### config.mk
export PLATFORM = sky130hd
export DESIGN_NAME = stereo_match_ssd_flat
export DESIGN_NICKNAME = d
export VERILOG_FILES = /design/src/rtl/stereo_match_ssd_if.sv /design/src/rtl/stereo_match_ssd.sv /design/src/flat_wrapper.sv
export SDC_FILE = /design/constraint.sdc
export NUM_CORES = 1
export LEC_CHECK = 0
export ABC_AREA = 0
export CORE_MARGIN = 3
export CORE_UTILIZATION = 60
export CTS_BUF_LIST = sky130_fd_sc_hd__clkbuf_4
export CTS_CLUSTER_DIAMETER = 50
export DETAILED_ROUTE_END_ITERATION = 10
export GPL_TIMING_DRIVEN = 0
export PLACE_DENSITY = 0.87
export SYNTH_ARGS = -nofsm -noshare
export SYNTH_HDL_FRONTEND = slang
export SYNTH_SLANG_ARGS = --single-unit
### constraint.sdc
create_clock -name clk_in -period 3.4 [get_ports clk_in]
set_input_delay 0.68 -clock clk_in [delete_from_list [all_inputs] [get_ports clk_in]]
set_output_delay 0.68 -clock clk_in [all_outputs]
set_load 0.005 [all_outputs]
### src/rtl/stereo_match_ssd_if.sv
// rtl/stereo_match_ssd_if.sv - pixel-set input and cost output bundle for stereo_match_ssd
interface stereo_match_ssd_if #(
  parameter int PIXEL_WIDTH = 4,
  parameter int NUM_DISP    = 9,
  parameter int OUT_WIDTH   = 9
);
  logic [PIXEL_WIDTH-1:0] left_pixel_in;
  logic [PIXEL_WIDTH-1:0] right_pixel_in [NUM_DISP-1:0];
  logic                   valid_in;
  logic [OUT_WIDTH-1:0]   ssd_out;
  logic                   valid_out;

  modport master (
    output left_pixel_in, right_pixel_in, valid_in,
    input  ssd_out, valid_out
  );

  modport slave (
    input  left_pixel_in, right_pixel_in, valid_in,
    output ssd_out, valid_out
  );
endinterface

### src/rtl/stereo_match_ssd.sv
// rtl/stereo_match_ssd.sv - pipelined minimum squared-difference cost over all disparities
module stereo_match_ssd #(
  parameter int PIXEL_WIDTH = 4,
  parameter int NUM_DISP    = 9,
  parameter int OUT_WIDTH   = 9
) (
  input logic              clk_in,
  input logic              rst_in,
  stereo_match_ssd_if.slave bus
);
  localparam int DW  = PIXEL_WIDTH + 1;
  localparam int SW  = 2 * PIXEL_WIDTH;
  localparam int N4  = (NUM_DISP + 1) / 2;
  localparam int N5A = (N4 + 1) / 2;
  localparam int N5  = (N5A + 1) / 2;

  logic [PIXEL_WIDTH-1:0] s1_left;
  logic [PIXEL_WIDTH-1:0] s1_right [NUM_DISP];
  logic signed [DW-1:0]   s2_diff  [NUM_DISP];
  logic [SW-1:0]          s3_sq    [NUM_DISP];
  logic [SW-1:0]          s4_min   [N4];
  logic [SW-1:0]          s5_min   [N5];
  logic [SW-1:0]          s6_min;
  logic [5:0]             vld;

  logic signed [DW-1:0]   diff_c  [NUM_DISP];
  logic [SW-1:0]          sq_c    [NUM_DISP];
  logic [SW-1:0]          lvl4_c  [N4];
  logic [SW-1:0]          lvl5a_c [N5A];
  logic [SW-1:0]          lvl5_c  [N5];
  logic [SW-1:0]          min6_c;
  logic [OUT_WIDTH-1:0]   ssd_c;

  function automatic logic [SW-1:0] min2(input logic [SW-1:0] a, input logic [SW-1:0] b);
    return (b < a) ? b : a;
  endfunction

  always_comb begin
    for (int d = 0; d < NUM_DISP; d++)
      diff_c[d] = $signed({1'b0, s1_left}) - $signed({1'b0, s1_right[d]});
  end

  // |diff| always fits in PIXEL_WIDTH bits, so squaring the magnitude avoids a signed multiplier
  always_comb begin
    logic [PIXEL_WIDTH-1:0] mag;
    mag = '0;
    for (int d = 0; d < NUM_DISP; d++) begin
      mag      = PIXEL_WIDTH'(s2_diff[d][DW-1] ? -s2_diff[d] : s2_diff[d]);
      sq_c[d]  = SW'(mag) * SW'(mag);
    end
  end

  for (genvar i = 0; i < N4; i++) begin : g_lvl4
    if (2 * i + 1 < NUM_DISP) begin : g_pair
      assign lvl4_c[i] = min2(s3_sq[2*i], s3_sq[2*i+1]);
    end else begin : g_pass
      assign lvl4_c[i] = s3_sq[2*i];
    end
  end

  for (genvar i = 0; i < N5A; i++) begin : g_lvl5a
    if (2 * i + 1 < N4) begin : g_pair
      assign lvl5a_c[i] = min2(s4_min[2*i], s4_min[2*i+1]);
    end else begin : g_pass
      assign lvl5a_c[i] = s4_min[2*i];
    end
  end

  for (genvar i = 0; i < N5; i++) begin : g_lvl5
    if (2 * i + 1 < N5A) begin : g_pair
      assign lvl5_c[i] = min2(lvl5a_c[2*i], lvl5a_c[2*i+1]);
    end else begin : g_pass
      assign lvl5_c[i] = lvl5a_c[2*i];
    end
  end

  always_comb begin
    min6_c = s5_min[0];
    for (int i = 1; i < N5; i++)
      min6_c = min2(min6_c, s5_min[i]);
  end

  if (SW > OUT_WIDTH) begin : g_sat
    assign ssd_c = (s6_min > SW'({OUT_WIDTH{1'b1}})) ? {OUT_WIDTH{1'b1}} : s6_min[OUT_WIDTH-1:0];
  end else begin : g_ext
    assign ssd_c = OUT_WIDTH'(s6_min);
  end

  always_ff @(posedge clk_in or negedge rst_in) begin
    if (!rst_in) begin
      vld           <= '0;
      s1_left       <= '0;
      s6_min        <= '0;
      bus.ssd_out   <= '0;
      bus.valid_out <= 1'b0;
      for (int d = 0; d < NUM_DISP; d++) begin
        s1_right[d] <= '0;
        s2_diff[d]  <= '0;
        s3_sq[d]    <= '0;
      end
      for (int i = 0; i < N4; i++) s4_min[i] <= '0;
      for (int i = 0; i < N5; i++) s5_min[i] <= '0;
    end else begin
      vld     <= {vld[4:0], bus.valid_in};
      s1_left <= bus.left_pixel_in;
      for (int d = 0; d < NUM_DISP; d++) begin
        s1_right[d] <= bus.right_pixel_in[d];
        s2_diff[d]  <= diff_c[d];
        s3_sq[d]    <= sq_c[d];
      end
      for (int i = 0; i < N4; i++) s4_min[i] <= lvl4_c[i];
      for (int i = 0; i < N5; i++) s5_min[i] <= lvl5_c[i];
      s6_min        <= min6_c;
      bus.valid_out <= vld[5];
      // cost output holds its last result through gaps
      if (vld[5]) bus.ssd_out <= ssd_c;
    end
  end
endmodule

### src/flat_wrapper.sv
// flat-port wrapper written by rule: the top's interface ports become plain ports
module stereo_match_ssd_flat 
#(
  parameter int PIXEL_WIDTH = 4,
  parameter int NUM_DISP    = 9,
  parameter int OUT_WIDTH   = 9
)
  (clk_in, rst_in, bus_left_pixel_in, bus_right_pixel_in, bus_valid_in, bus_ssd_out, bus_valid_out);
  stereo_match_ssd_if #(.PIXEL_WIDTH(PIXEL_WIDTH), .NUM_DISP(NUM_DISP), .OUT_WIDTH(OUT_WIDTH)) bus_i ();
  input logic clk_in;
  input logic rst_in;
  input wire logic [$bits(bus_i.left_pixel_in)-1:0] bus_left_pixel_in;
  input wire logic [$bits(bus_i.right_pixel_in)-1:0] bus_right_pixel_in;
  input wire logic [$bits(bus_i.valid_in)-1:0] bus_valid_in;
  output wire logic [$bits(bus_i.ssd_out)-1:0] bus_ssd_out;
  output wire logic [$bits(bus_i.valid_out)-1:0] bus_valid_out;
  assign bus_i.left_pixel_in = bus_left_pixel_in;
  assign bus_i.right_pixel_in = {>>{bus_right_pixel_in}};
  assign bus_i.valid_in = bus_valid_in;
  assign bus_ssd_out = bus_i.ssd_out;
  assign bus_valid_out = bus_i.valid_out;
  stereo_match_ssd #(.PIXEL_WIDTH(PIXEL_WIDTH), .NUM_DISP(NUM_DISP), .OUT_WIDTH(OUT_WIDTH)) u_core (.clk_in(clk_in), .rst_in(rst_in), .bus(bus_i));
endmodule
==> results.sh <==
export IMPL_outcome="complete, no violations"
export IMPL_num_rows=51
export IMPL_clock_sinks=218
export IMPL_drt_pass1_iter_count=5
export IMPL_dpl_hpwl_um=16100
export IMPL_grt_remaining_overflow=0
export IMPL_yosys_area_top_type="dfrtp_1"
export IMPL_grt_pass1_wl_um=39700
export IMPL_finalNonFillerCells=1582
export IMPL_synthDistinctLibCells=49
export IMPL_layout_drive_gt1_share=0.0881
export IMPL_seq_area_mm2=0.00546
export IMPL_netlist_instances=1173
export IMPL_synth_edf_count=0
export IMPL_async_flop_share=1.00
export IMPL_clock_skew_ns=0.0320
export IMPL_routed_wl_um=22600
export IMPL_avgSynthCellArea_um2=10.3
export IMPL_track_usage=0.215
export IMPL_gp_congestion=0.885
export IMPL_crit_type="flip-flop to flip-flop"
export IMPL_ios=53
export IMPL_synth_seq_area_share=0.451
export IMPL_postCtsHoldBufs=0
export IMPL_nets=1476
export IMPL_r2r_slack_ns=0.26
export IMPL_nFillCells=1502
export IMPL_vias=8920
export IMPL_postLayoutCoreUtil=0.693
export IMPL_hold_viol=0
export IMPL_via_per_inst=5.64
export IMPL_clockRootBuffer="clkbuf_4"
export IMPL_coreArea_mm2=0.0197
export IMPL_die_h_um=148
export IMPL_antenna_left=0
export IMPL_io_buffers=50
export IMPL_multiInputGateArea_mm2=0.00596
export IMPL_yosys_register_bits=218
export IMPL_peakVddDrop_v=0.000450
export IMPL_grt_pass1_vias=9025
export IMPL_maxSlewViolCount=0
export IMPL_timing_hold_ws_ns=0.0375
export IMPL_leakage_nw=6.67
export IMPL_critPathRequiredTime_ns=3.97
export IMPL_syn2layout_area_growth_pct=12.5
export IMPL_startpoint_type="flip-flop"
export IMPL_path_max_fanout=10
export IMPL_clk_latency_ns=0.66
export IMPL_drc=0
export IMPL_cap_violations=0
export IMPL_dieWidth_um=148
export IMPL_wl_per_cell_um=14.3
export IMPL_period_minus_slack_ns=3.14
export IMPL_syn_area_mm2=0.0121
export IMPL_clk_pin_slew_ns=0.06
export IMPL_dp_cells=1490
export IMPL_initialDrtViolationCount=420
export IMPL_critPathArrivalTime_ns=3.71
export IMPL_critPathCaptureType="flip-flop"
export IMPL_hold_path_class="input port to asynchronous set/reset pin"
export IMPL_fin_crit_sh=0.923
export IMPL_cts_max_path_buffers=3
export IMPL_grt_max_degree=116
export IMPL_setup_viol=0
export IMPL_relSlewSlack=0.486
export IMPL_synth_top_area_frac=0.451
export IMPL_synth_area_leaders="dfrtp_1 45%, ha_1 14%, inv_1 4.6%, a21oi_1 4.5%, xnor2_1 3.8%"
export IMPL_finalSetupTns_ns=0
export IMPL_synth_warnings=0
export IMPL_antenna_found_initial=1
export IMPL_yosysMostFrequentCell="dfrtp_1"
export IMPL_fmax_mhz=319
export IMPL_design_die_area_mm2=0.0219
export IMPL_worst_pin_slew_ns=0.770
export IMPL_cts_tree="done"
export IMPL_start_util=0.616
export IMPL_numCtsBuffers=57
export IMPL_power_density_mw_per_mm2=894
export IMPL_synth_common_cells="218 x dfrtp_1, 149 x inv_1, 137 x ha_1"
export IMPL_synth_ff_type="dfrtp_1"
export IMPL_cts_htree_levels=2
export IMPL_power_total_mw=12.2
==> flip-flops by register name (all words and copies together), names as in the netlist <==
register / count
u_core.s3_sq: 56
u_core.s2_diff: 45
u_core.s1_right: 36
u_core.s4_min: 28
u_core.s5_min: 14
u_core.bus.ssd_out: 7
u_core.lvl4_c: 7
u_core.lvl5_c: 7
u_core.s6_min: 7
u_core.vld: 6
u_core.s1_left: 4
u_core.bus.valid_out: 1
==> repair_timing <==
action / CTS / global route
setup buffers: 0 / 0
resized for setup: 0 / 4
setup endpoints to repair: 0 / 7
==> layout by cell type (no fill, tap or decap), drive strengths merged, types with 5 or more instances in the layout <==
cell type / synthesis / final
a21o: 36 / 36
nand2b: 16 / 16
o21ai: 35 / 35
a211oi: 5 / 5
o31ai: 9 / 9
nor2b: 15 / 15
mux2: 10 / 10
inv: 154 / 156
o211ai: 36 / 36
fa: 12 / 12
dfrtp: 218 / 218
a31oi: 7 / 7
nand4: 36 / 36
clkinv: 0 / 10
xor2: 17 / 17
clkbuf: 13 / 90
o21a: 5 / 5
nand2: 27 / 27
a21oi: 111 / 111
a211o: 6 / 6
a32o: 36 / 36
nand3: 43 / 43
buf: 15 / 18
clkdlybuf4s50: 0 / 49
nor2: 82 / 82
ha: 137 / 137
xnor2: 53 / 53
mux2i: 11 / 11
==> final cells by class <==
cell class	count	area share
timing repair buffer	51	0.0391
inverter	154	0.0424
tap	265	0.0243
clock buffer	78	0.0430
sequential	218	0.401
buffer	28	0.00864
multi-input combinational	774	0.438
antenna	1	0.000184
clock inverter	13	0.00395
==> kinds of logic after synthesis <==
kind of cell             synth area share
AO/OA/AOI/OAI                       0.165
AND/OR/NAND/NOR                    0.0956
flip-flops                          0.451
buffers and inverters              0.0574
adder cells (fa/ha/maj)             0.161
XOR/XNOR                           0.0513
multiplexers                       0.0187
other                            0.000310
==> metrics by stage <==
| stage | setup slack (ns) | area [um^2] |
|---|---|---|
| floorplan | 0.564 | 12100 |
| global placement | -6.88 | 12900 |
| detailed placement | 0.128 | 13000 |
| CTS | 0.0402 | 13600 |
| global route | -0.000675 | 13600 |
| finish | 0.262 | 13600 |
==> worst paths after layout <==
| kind | from | end | cells past startpoint |
|---|---|---|---|
| min in group clk_in | u_core.lvl5_c[5]$_DFF_PN0_ | u_core.s5_min[5]$_DFF_PN0_ | 0 |
| max in group asynchronous | rst_in | u_core.s1_right[25]$_DFF_PN0_ | 2 |
| min | rst_in | u_core.s3_sq[10]$_DFF_PN0_ | 1 |
| max | u_core.s4_min[13]$_DFF_PN0_ | u_core.s5_min[13]$_DFF_PN0_ | 14 |
| max reg2reg | u_core.s4_min[13]$_DFF_PN0_ | u_core.s5_min[13]$_DFF_PN0_ | 14 |
| min reg2reg | u_core.lvl5_c[5]$_DFF_PN0_ | u_core.s5_min[5]$_DFF_PN0_ | 0 |
==> critical path, stage by stage (launching register included) <==
cell and delay, ns:
dfrtp_1 0.41, ha_1 0.34, a21oi_1 0.19, o21ai_1 0.09
a21oi_2 0.19, buf_2 0.24, nor2_1 0.06, a21oi_1 0.20
inv_1 0.07, ha_1 0.29, a21oi_1 0.06, o21ai_1 0.22
nor2_1 0.12, a31oi_4 0.31, mux2i_1 0.25
==> where the power goes <==
| part | switching (mW) | leakage (nW) | internal [mW] |
|---|---|---|---|
| clock | 0.975 | 0.386 | 1.04 |
| sequential | 0.562 | 2.62 | 3.38 |
| combinational | 3.66 | 3.66 | 2.55 |
| total | 5.20 | 6.67 | 6.97 |
==> layer usage <==
layer / share of wire / global-route usage / vias to the layer above / routed length [um]
li1: - / - / 4369 / -
met1: 0.42 / 0.270 / 4227 / 9410
met2: 0.50 / 0.364 / 265 / 11300
met3: 0.054 / 0.0448 / 59 / 1220
met4: 0.031 / 0.0919 / 0 / 699
met5: 0 / 0 / - / 0
(Power assumes the default switching activity.)
